File: config.mk
export PLATFORM = sky130hd
export DESIGN_NAME = alu_issue_stage
export DESIGN_NICKNAME = d
export VERILOG_FILES = /design/src/rtl/alu_pkg.sv /design/src/rtl/alu.sv /design/src/rtl/alu_issue_stage.sv
export SDC_FILE = /design/constraint.sdc
export NUM_CORES = 1
export LEC_CHECK = 0
export ABC_AREA = 1
export BUFFER_PORTS_ARGS = -buffer_cell sky130_fd_sc_hd__buf_2
export CAP_MARGIN = 40
export CORE_AREA = 2 2 226 228
export DETAILED_ROUTE_END_ITERATION = 16
export DIE_AREA = 0 0 228 230
export PLACE_DENSITY = 0.44
export SYNTH_ARGS = -nofsm -noshare
export SYNTH_HDL_FRONTEND = slang
export SYNTH_SLANG_ARGS = --single-unit
File: constraint.sdc
create_clock -name clk -period 2.35 [get_ports clk]
set_clock_uncertainty 0.05 [all_clocks]
set_input_delay 0.235 -clock clk [delete_from_list [all_inputs] [get_ports clk]]
set_output_delay 0.235 -clock clk [all_outputs]
set_load 0.005 [all_outputs]
File: src/rtl/alu_pkg.sv
// rtl/alu_pkg.sv - ALU op encoding, RV32I field constants, S1 payload and decoder
// Contents:
//   alu_op_e    3-bit ALU operation
//   s1_t        decoded instruction held in the decode register
//   alu_decode  maps an RV32I word plus operand values onto an s1_t
package alu_pkg;

  localparam int XLEN_W = 32;

  typedef enum logic [2:0] {
    ALU_ADD = 3'b000,
    ALU_SUB = 3'b001,
    ALU_AND = 3'b010,
    ALU_OR  = 3'b011,
    ALU_XOR = 3'b100,
    ALU_SLT = 3'b101
  } alu_op_e;

  localparam logic [6:0] OPC_OP     = 7'b0110011;
  localparam logic [6:0] OPC_OP_IMM = 7'b0010011;

  localparam logic [2:0] F3_ADD = 3'b000;
  localparam logic [2:0] F3_SLT = 3'b010;
  localparam logic [2:0] F3_XOR = 3'b100;
  localparam logic [2:0] F3_OR  = 3'b110;
  localparam logic [2:0] F3_AND = 3'b111;

  localparam logic [6:0] F7_BASE = 7'b0000000;
  localparam logic [6:0] F7_ALT  = 7'b0100000;

  typedef struct packed {
    alu_op_e             op;
    logic [XLEN_W-1:0]   a;
    logic [XLEN_W-1:0]   b;
    logic [4:0]          rd;
    logic                illegal;
  } s1_t;

  // funct3 values shared by the register and immediate forms
  function automatic logic f3_supported(input logic [2:0] f3, output alu_op_e op);
    logic ok;
    ok = 1'b1;
    op = ALU_ADD;
    case (f3)
      F3_ADD:  op = ALU_ADD;
      F3_AND:  op = ALU_AND;
      F3_OR:   op = ALU_OR;
      F3_XOR:  op = ALU_XOR;
      F3_SLT:  op = ALU_SLT;
      default: ok = 1'b0;
    endcase
    return ok;
  endfunction

  function automatic s1_t alu_decode(input logic [31:0]       instr,
                                     input logic [XLEN_W-1:0] rs1,
                                     input logic [XLEN_W-1:0] rs2);
    s1_t        d;
    alu_op_e    op;
    logic       ok;
    logic [6:0] opc;
    logic [2:0] f3;
    logic [6:0] f7;
    opc = instr[6:0];
    f3  = instr[14:12];
    f7  = instr[31:25];
    d.op      = ALU_ADD;
    d.a       = '0;
    d.b       = '0;
    d.rd      = instr[11:7];
    d.illegal = 1'b1;
    ok = f3_supported(f3, op);
    if (opc == OPC_OP) begin
      if (f7 == F7_BASE && ok) begin
        d.op = op; d.a = rs1; d.b = rs2; d.illegal = 1'b0;
      end else if (f7 == F7_ALT && f3 == F3_ADD) begin
        d.op = ALU_SUB; d.a = rs1; d.b = rs2; d.illegal = 1'b0;
      end
    end else if (opc == OPC_OP_IMM && ok) begin
      d.op      = op;
      d.a       = rs1;
      d.b       = {{(XLEN_W-12){instr[31]}}, instr[31:20]};
      d.illegal = 1'b0;
    end
    return d;
  endfunction

endpackage

File: src/rtl/alu.sv
// rtl/alu.sv - combinational ALU
// Ports:
//   op      in   ALU operation
//   a, b    in   operands
//   result  out  op(a, b)
//   zero    out  result == 0
module alu
  import alu_pkg::*;
(
  input  alu_op_e           op,
  input  logic [XLEN_W-1:0] a,
  input  logic [XLEN_W-1:0] b,
  output logic [XLEN_W-1:0] result,
  output logic              zero
);

  always_comb begin
    result = '0;
    case (op)
      ALU_ADD: result = a + b;
      ALU_SUB: result = a - b;
      ALU_AND: result = a & b;
      ALU_OR:  result = a | b;
      ALU_XOR: result = a ^ b;
      ALU_SLT: result = {{(XLEN_W-1){1'b0}}, ($signed(a) < $signed(b))};
      default: result = '0;
    endcase
  end

  assign zero = (result == '0);

endmodule

File: src/rtl/alu_issue_stage.sv
// rtl/alu_issue_stage.sv - two-stage decode/execute issue stage in front of the ALU
// Ports:
//   clk, rst_n, flush                         clock, async active-low reset, sync kill
//   in_valid/in_ready, in_instr, in_rs*_val   instruction intake
//   out_valid/out_ready, out_rd, out_result,
//   out_zero, out_illegal                     result toward writeback
module alu_issue_stage
  import alu_pkg::*;
#(
  parameter int XLEN         = 32,
  parameter bit PASS_ILLEGAL = 1'b1
) (
  input  logic            clk,
  input  logic            rst_n,
  input  logic            flush,
  input  logic            in_valid,
  output logic            in_ready,
  input  logic [31:0]     in_instr,
  input  logic [XLEN-1:0] in_rs1_val,
  input  logic [XLEN-1:0] in_rs2_val,
  output logic            out_valid,
  input  logic            out_ready,
  output logic [4:0]      out_rd,
  output logic [XLEN-1:0] out_result,
  output logic            out_zero,
  output logic            out_illegal
);

  s1_t             s1;
  logic            s1_valid;
  logic            s2_valid;
  logic            s1_ready;
  logic            s2_ready;
  logic            accept;
  s1_t             dec;
  logic [XLEN-1:0] alu_result;
  logic            alu_zero;

  assign s2_ready = !s2_valid || out_ready;
  assign s1_ready = !s1_valid || s2_ready;
  // a flushing cycle must not swallow a new instruction
  assign in_ready = s1_ready && !flush;
  assign accept   = in_valid && in_ready;
  assign dec      = alu_decode(in_instr, in_rs1_val, in_rs2_val);

  alu u_alu (
    .op     (s1.op),
    .a      (s1.a),
    .b      (s1.b),
    .result (alu_result),
    .zero   (alu_zero)
  );

  always_ff @(posedge clk or negedge rst_n) begin
    if (!rst_n) begin
      s1_valid    <= 1'b0;
      s1          <= '0;
      s2_valid    <= 1'b0;
      out_rd      <= '0;
      out_result  <= '0;
      out_zero    <= 1'b0;
      out_illegal <= 1'b0;
    end else if (flush) begin
      s1_valid <= 1'b0;
      s2_valid <= 1'b0;
    end else begin
      if (s1_ready) begin
        // illegal instrs are still handshaken in when dropping, just never occupy S1
        s1_valid <= accept && (PASS_ILLEGAL || !dec.illegal);
        if (accept) s1 <= dec;
      end
      if (s2_ready) begin
        s2_valid <= s1_valid;
        if (s1_valid) begin
          out_rd      <= s1.rd;
          out_result  <= s1.illegal ? '0 : alu_result;
          out_zero    <= s1.illegal ? 1'b0 : alu_zero;
          out_illegal <= s1.illegal;
        end
      end
    end
  end

  assign out_valid = s2_valid;

endmodule

==> results.yml, run 1 <==
power_and_ir_drop:
  sw_frac_of_total_pct: 33.89
  leakagePower_nw: 10.40
  power_frac_seq_pct: 28.1
  power.switching_mw: 2.540
  worst_ir_drop_vdd_mv: 0.5675
  powerDensity_nw_per_um2: 380.3
  clockPowerShare_pct: 35.2
  pwr-share-comb_pct: 36.7
  cell_internal_pwr_mw: 4.955
clocking:
  cts_tree: "yes"
  clock_path_buffers: 2
  clock_latency_ps: 470
  cts-root-buf: "clkbuf_16"
  cts_buffers: 17
  clock_sinks: 114
  htree_num_levels: 4
  clk_pin_slew_worst_paths_ps: 70
placement:
  io_buffers: 136
  hpwl_mm: 43.71
  placed_area_um2: 16390
  dp_cells: 3031
  gp_congestion: 0.9242
sta:
  fin_crit_sh_pct: 110.6
  rsz0062_at_grt: "yes"
  worstMarginPinSlew_ps: 666.5
  relSlewSlack_pct: 55.56
  slew_violations: 0
  hold_viol: 0
  setup_viol: 19
  fmax_mhz: 384.7
  setup_slack_ps: -249.2
  post-route-min-period_ps: 2599
synthesis:
  synth-seq-cells: 114
  syn_area_per_cell_um2: 6.396
  ys_types: 40
  async_reset_ff_share_pct: 100.0
  synth_most_common_cell: "nand2_1"
  syn_area_um2: 11430
  yosys-top-cells-count: "511 x nand2_1, 281 x inv_1, 154 x nand3_1, 125 x nor2_1, 120 x a21oi_1"
  synth_ff_type: "dfrtp_1"
  netlist_instances: 1787
  ys_seq_area_share_pct: 24.96
  yosysTopAreaCell: "dfrtp_1"
  syn_nets: 1993
  synth-edff-count: 0
  synth_top_area_share_pct: 24.96
  synth_area_leaders: "dfrtp_1 25%, nand2_1 17%, ha_1 11%, inv_1 9.2%, nand3_1 6.7%"
  ys_warn_count: 0
global_routing:
  grt_max_degree: 61
  grt_usage_pct: 20.54
  first_global_vias: 14190
  grt_antenna_before_repair: 0
  grt_first_pass_wirelength_mm: 81.91
  overflow: 0
die:
  dieArea_um2: 52440
  die_h_um: 230
  rows: 82
  core_area_um2: 49860
  fp.dieW_um: 228
  start_util_pct: 22.92
  boundaryPins: 142
worst_setup_path:
  r2r_setup_slack_ps: -250
  path_max_fanout: 5
  slowest_delay_ps: 400
  crit_type: "register to register"
  slowest_stage: "dfrtp_1"
  path_buf_inv: 8
  cp_top_family: "buffers and inverters"
  cp_data_required_time_ps: 2680
  endpoint_kind: "register"
  cp_cell_sequence: "inv_2 > ha_4 > buf_4 > nand2_4 > buf_4 > inv_1 > a21oi_2 > nand2_2 > inv_2 > nand2_2 > buf_6 > nand2_4 > nand2_1 > nand2_1 > nand3_2 > nand2_2 > nor2_4 > buf_6 > buf_6 > o21ai_2"
  startpoint_type: "register"
  cp.arrival_ps: 2930
route:
  drt-initial-drc-count: 944
  wl_mm: 54.26
  drc: 0
  via_per_inst: 4.461
  via_count: 14040
  wl_per_cell_um: 17.24
  firstDrtPassIters: 5
  ant_nets: 0
cells_and_area:
  fill_cells: 5354
  drive_above_1_share_pct: 48.53
  final_area_um2: 19710
  nNetsFinal: 2670
  antennaDiodeCount: 0
  areaGrowthSynthToFinish_pct: 72.43
  finalNonFillerCells: 3147
outcome:
  violations: "setup timing"
  outcome: "finished, violations left"
min_path:
  hp-class: "input pin to register"
job:
  drv_cap: 0
per-layer routing:
metal  part of all wire (%)  vias to the layer above  GRT usage (%)
met5                      0                        -              0
met4                    1.8                        0          5.270
met3                    3.5                       48          2.480
met2                     46                      284          33.63
met1                     49                     6690          28.57
li1                       -                     7016              -
final timing paths:
kind,from,endpoint,depth (start not counted)
setup / recovery,s1[50]$_DFFE_PN0P_,out_result[30]$_DFFE_PN0P_,20
hold reg to reg,s1[5]$_DFFE_PN0P_,out_rd[4]$_DFFE_PN0P_,2
min in group asynchronous,rst_n,s1[50]$_DFFE_PN0P_,2
setup reg to reg,s1[50]$_DFFE_PN0P_,out_result[30]$_DFFE_PN0P_,20
hold / removal,in_rs2_val[20],s1[26]$_DFFE_PN0P_,3
max in group asynchronous,rst_n,s1[7]$_DFFE_PN0P_,3
stage by stage:
stage | TNS [ps] | hold WS (ps) | utilization, % | total power [mW] | setup WS, ps
6_report | -2124 | 14.70 | 39.52 | 7.495 | -249.2
5_1_grt | -4699 | 10.03 | 39.52 | 7.853 | -413.8
4_1_cts | -2353 | 1.702 | 37.69 | 7.354 | -282.0
3_5_place_dp | -8884 | 123.6 | 32.86 | 4.290 | -595.9
3_3_place_gp | -8828 | 126.2 | 32.86 | 4.281 | -622.3
2_1_floorplan | 0 | -110.6 | - | 3.067 | 97.63
layout by cell type, fill, tap and decap left out, types with 6 or more instances in the layout:
cell / Yosys / layout
buf_12: 0 / 9
a21oi_1: 120 / 98
buf_6: 18 / 45
o21ai_0: 71 / 58
ha_1: 103 / 60
o21bai_1: 10 / 6
a21oi_2: 5 / 23
dlygate4sd3_1: 0 / 45
nand3_1: 154 / 90
inv_1: 281 / 219
clkbuf_16: 0 / 17
a32oi_1: 10 / 10
ha_2: 0 / 13
buf_4: 17 / 492
nor3_1: 9 / 6
o22ai_1: 28 / 28
nand2_1: 511 / 395
ha_4: 0 / 30
nand3_2: 6 / 53
nor3_2: 8 / 6
nor2_4: 9 / 37
nor2_2: 23 / 43
inv_2: 31 / 91
nand3_4: 0 / 17
nand2_4: 5 / 35
o21ai_1: 8 / 10
a22o_1: 20 / 20
nand4_1: 22 / 22
dfrtp_1: 114 / 114
nand2_2: 23 / 108
nor2_1: 125 / 77
o21ai_2: 0 / 10
buf_2: 7 / 135
tightest hold or removal path: cells and delay by family:
| family | cells | cell delay (ps) |
|---|---|---|
| compound gates | 2 | 160 |
| buf+inv | 1 | 80 |
area by class of cell:
class                      count  area, µm²  area share, %
timing repair buffer         726       5507          27.94
clock inverter                10      111.4         0.5650
inverter                     318       1201          6.095
sequential                   114       2853          14.48
multi-input combinational   1287       8738          44.34
tap                          672      840.8          4.266
clock buffer                  20      456.7          2.317
flip-flops by register name, indices dropped and copies added, names as in the netlist:
| register | cells |
|---|---|
| out_illegal | 1 |
| out_rd | 5 |
| out_result | 32 |
| out_valid | 1 |
| out_zero | 1 |
| s1 | 73 |
| s1_valid | 1 |
cells by family after synthesis:
| family | synth area share [%] |
|---|---|
| and+or+nand+nor | 34.75 |
| buffers and inverters | 14.53 |
| DFF | 24.96 |
| adders and majority gates | 11.63 |
| AOI/OAI and AO/OA | 14.14 |
power by group through the flow:
stage	Clock, mW	Combinational (mW)	Sequential, mW
3_5_place_dp	0	2.16	2.13
2_1_floorplan	0	0.934	2.13
4_1_cts	2.70	2.55	2.10
5_1_grt	2.77	2.96	2.12
6_report	2.64	2.75	2.11
3_3_place_gp	0	2.15	2.13
repair_timing:
item                       in CTS  in global routing
setup endpoints to repair      29                 29
setup buffers                  22                 22
hold buffers                   45                  0
resized for setup             318                231
hold endpoints to repair       61                  0
pin swaps                      84                109
Power figures use the tool's default switching activity.
==> inputs of run 2 (changes only) <==
--- a/config.mk
+++ b/config.mk
@@ -11,7 +11,7 @@
 export CORE_AREA = 2 2 226 228
 export DETAILED_ROUTE_END_ITERATION = 16
 export DIE_AREA = 0 0 228 230
-export PLACE_DENSITY = 0.44
+export REMOVE_ABC_BUFFERS = 1
 export SYNTH_ARGS = -nofsm -noshare
 export SYNTH_HDL_FRONTEND = slang
 export SYNTH_SLANG_ARGS = --single-unit
==> constraint.sdc (replaced) <==
create_clock -name clk -period 3.3 [get_ports clk]
set_clock_uncertainty 0.05 [all_clocks]
set_input_delay 0.33 -clock clk [delete_from_list [all_inputs] [get_ports clk]]
set_output_delay 0.33 -clock clk [all_outputs]
set_load 0.005 [all_outputs]
==> run 2 against run 1 <==
  * Die area did not move
  * Combinational power fell by 64%
  * The flow now finishes without violations
  * Global-route usage fell by 4.3 points
  * Non-clock buffer count fell by 566
  * Power fell by 44%
  * Maximum frequency fell by 15%
  * Sequential share of layout area rose by 7.0 points
  * Cell count fell by 18%
  * Register-to-register slack improved by 500 ps
==> results.yml, run 2 (synthesized netlist as in run 1, its figures left out) <==
placement:
  hpwl_mm: 34.26
  post-place-ws_ps: 322.7
  io_buffers: 136
  gp_congestion: 0.9749
worst_setup_path:
  cp_data_required_time_ps: 3640
  startpoint_type: "register"
  slowest_stage: "ha_1"
  slowest_delay_ps: 530
  cp.arrival_ps: 3390
  endpoint_kind: "register"
  path_max_fanout: 8
  cp_cell_sequence: "inv_1 > ha_1 > inv_1 > a21oi_1 > o21bai_1 > a21oi_1 > nand2_1 > nor2_1 > nand2_1 > nand2_1 > nor2_1 > nor2_1 > nand2_1 > nor2_1 > nand3_1 > nand2_1"
  crit_type: "register to register"
  cpMostUsedCell: "nand2_1"
route:
  ant_nets: 0
  via_count: 11610
  drc: 0
  wl_per_cell_um: 16.36
  wl_mm: 42.26
  drt-initial-drc-count: 945
  via_per_inst: 4.496
  firstDrtPassIters: 5
clocking:
  cts_tree: "yes"
  clock_path_buffers: 2
  cts_buffers: 17
  clock_latency_ps: 460
  post-cts-setup-buffers: 0
  clk_pin_slew_worst_paths_ps: 70
  htree_num_levels: 4
  clock_sinks: 114
  cts-root-buf: "clkbuf_16"
sta:
  fmax_mhz: 328.3
  fin_crit_sh_pct: 92.29
  post-route-min-period_ps: 3046
  rsz0062_at_grt: "no"
  relSlewSlack_pct: 52.24
  setup_tns_ps: 0
  hold_viol: 0
  setup_viol: 0
  hold_ws_ps: 28.93
  slew_violations: 0
  worstMarginPinSlew_ps: 715.4
  setup_slack_ps: 254.4
min_path:
  hp-class: "input pin to register"
job:
  drv_cap: 0
die:
  die_h_um: 230
  fp.dieW_um: 228
  boundaryPins: 142
  core_area_um2: 49860
  rows: 82
  start_util_pct: 22.92
  dieArea_um2: 52440
cells_and_area:
  nNetsFinal: 2104
  areaGrowthSynthToFinish_pct: 15.97
  regMostFlops: "s1"
  drive_above_1_share_pct: 16.01
  largest_reg_flops: 73
  antennaDiodeCount: 0
  top_regs: "s1 (73), out_result (32), out_rd (5)"
  final_common_cell: "nand2_1"
  layout_common_cells: "510 x nand2_1, 281 x inv_1, 154 x nand3_1"
  fill_cells: 5690
global_routing:
  grt_usage_pct: 16.29
  first_global_vias: 11300
  grt_max_degree: 49
  overflow: 0
  grt_antenna_before_repair: 0
  grt_first_pass_wirelength_mm: 65.28
power_and_ir_drop:
  worst_ir_drop_vdd_mv: 0.3595
  powerDensity_nw_per_um2: 317.7
  leakagePower_nw: 7.039
outcome:
  outcome: "finished clean"
-- run 2: changes by cell type in the layout (fill, tap and decap cells not counted), sizes merged --
cell,change
bufinv,-2
inv,+4
buf,-523
clkbuf,-3
clkinvlp,+1
clkinv,+2
dlygate4sd3,-43
-- run 2: final timing paths --
kind	slack, ps	depth (start not counted)	start	endpoint
hold reg to reg	430	2	out_zero$_DFFE_PN0P_	out_zero$_DFFE_PN0P_
min in group asynchronous	360	2	rst_n	s1[38]$_DFFE_PN0P_
setup / recovery	250	16	s1[61]$_DFFE_PN0P_	out_zero$_DFFE_PN0P_
max in group asynchronous	2040	3	rst_n	s1[0]$_DFFE_PN0P_
setup reg to reg	250	16	s1[61]$_DFFE_PN0P_	out_zero$_DFFE_PN0P_
hold / removal	30	3	in_rs1_val[17]	s1[55]$_DFFE_PN0P_
-- run 2: timing repair --
action	4_1_cts	5_1_grt
endpoints found under the setup margin	0	1
hold buffers	2	0
gates resized for setup	0	1
hold endpoints to repair	42	0
-- run 2: final cells by class --
class                           count  area [µm²]  share of cell area (%)
Multi-Input combinational cell   1287        6935                   52.32
Sequential cell                   114        2853                   21.52
Inverter                          318        1196                   9.024
Timing Repair Buffer              160       893.4                   6.740
Tap cell                          672       840.8                   6.343
Clock buffer                       17       425.4                   3.209
Clock inverter                     15       111.4                  0.8401
-- run 2: through the flow --
step                std cells  power (mW)  area (µm²)  util (%)
finish                   2583       4.211       13260     26.58
global route             2583       4.438       13260     26.58
detailed placement       2549       2.511       12700     25.46
global placement         2549       2.508       12700     25.46
CTS                      2583       4.252       13250     26.58
floorplan                1719       2.134       10970         -
-- run 2: report_power, final --
part	internal, mW	switching, mW
Sequential	1.46	0.0363
Clock	0.960	0.754
Combinational	0.308	0.691
-- run 2: routing by layer --
layer | part of all wire (%) | track usage (%) | up-vias | routed length (µm)
li1 | - | - | 5895 | -
met1 | 46 | 21.62 | 5333 | 19400
met2 | 46 | 26.84 | 338 | 19450
met3 | 5.7 | 2.778 | 48 | 2391
met4 | 2.4 | 5.249 | 0 | 1016
met5 | 0 | 0 | - | 0
-- run 2: worst max-delay path: cells and delay by family (launching register included) --
kind	cells	cell delay (ps)
and+or+nand+nor	10	1200
DFF	1	380
AOI/OAI and AO/OA	3	580
buffers and inverters	2	250
adders and majority gates	1	530
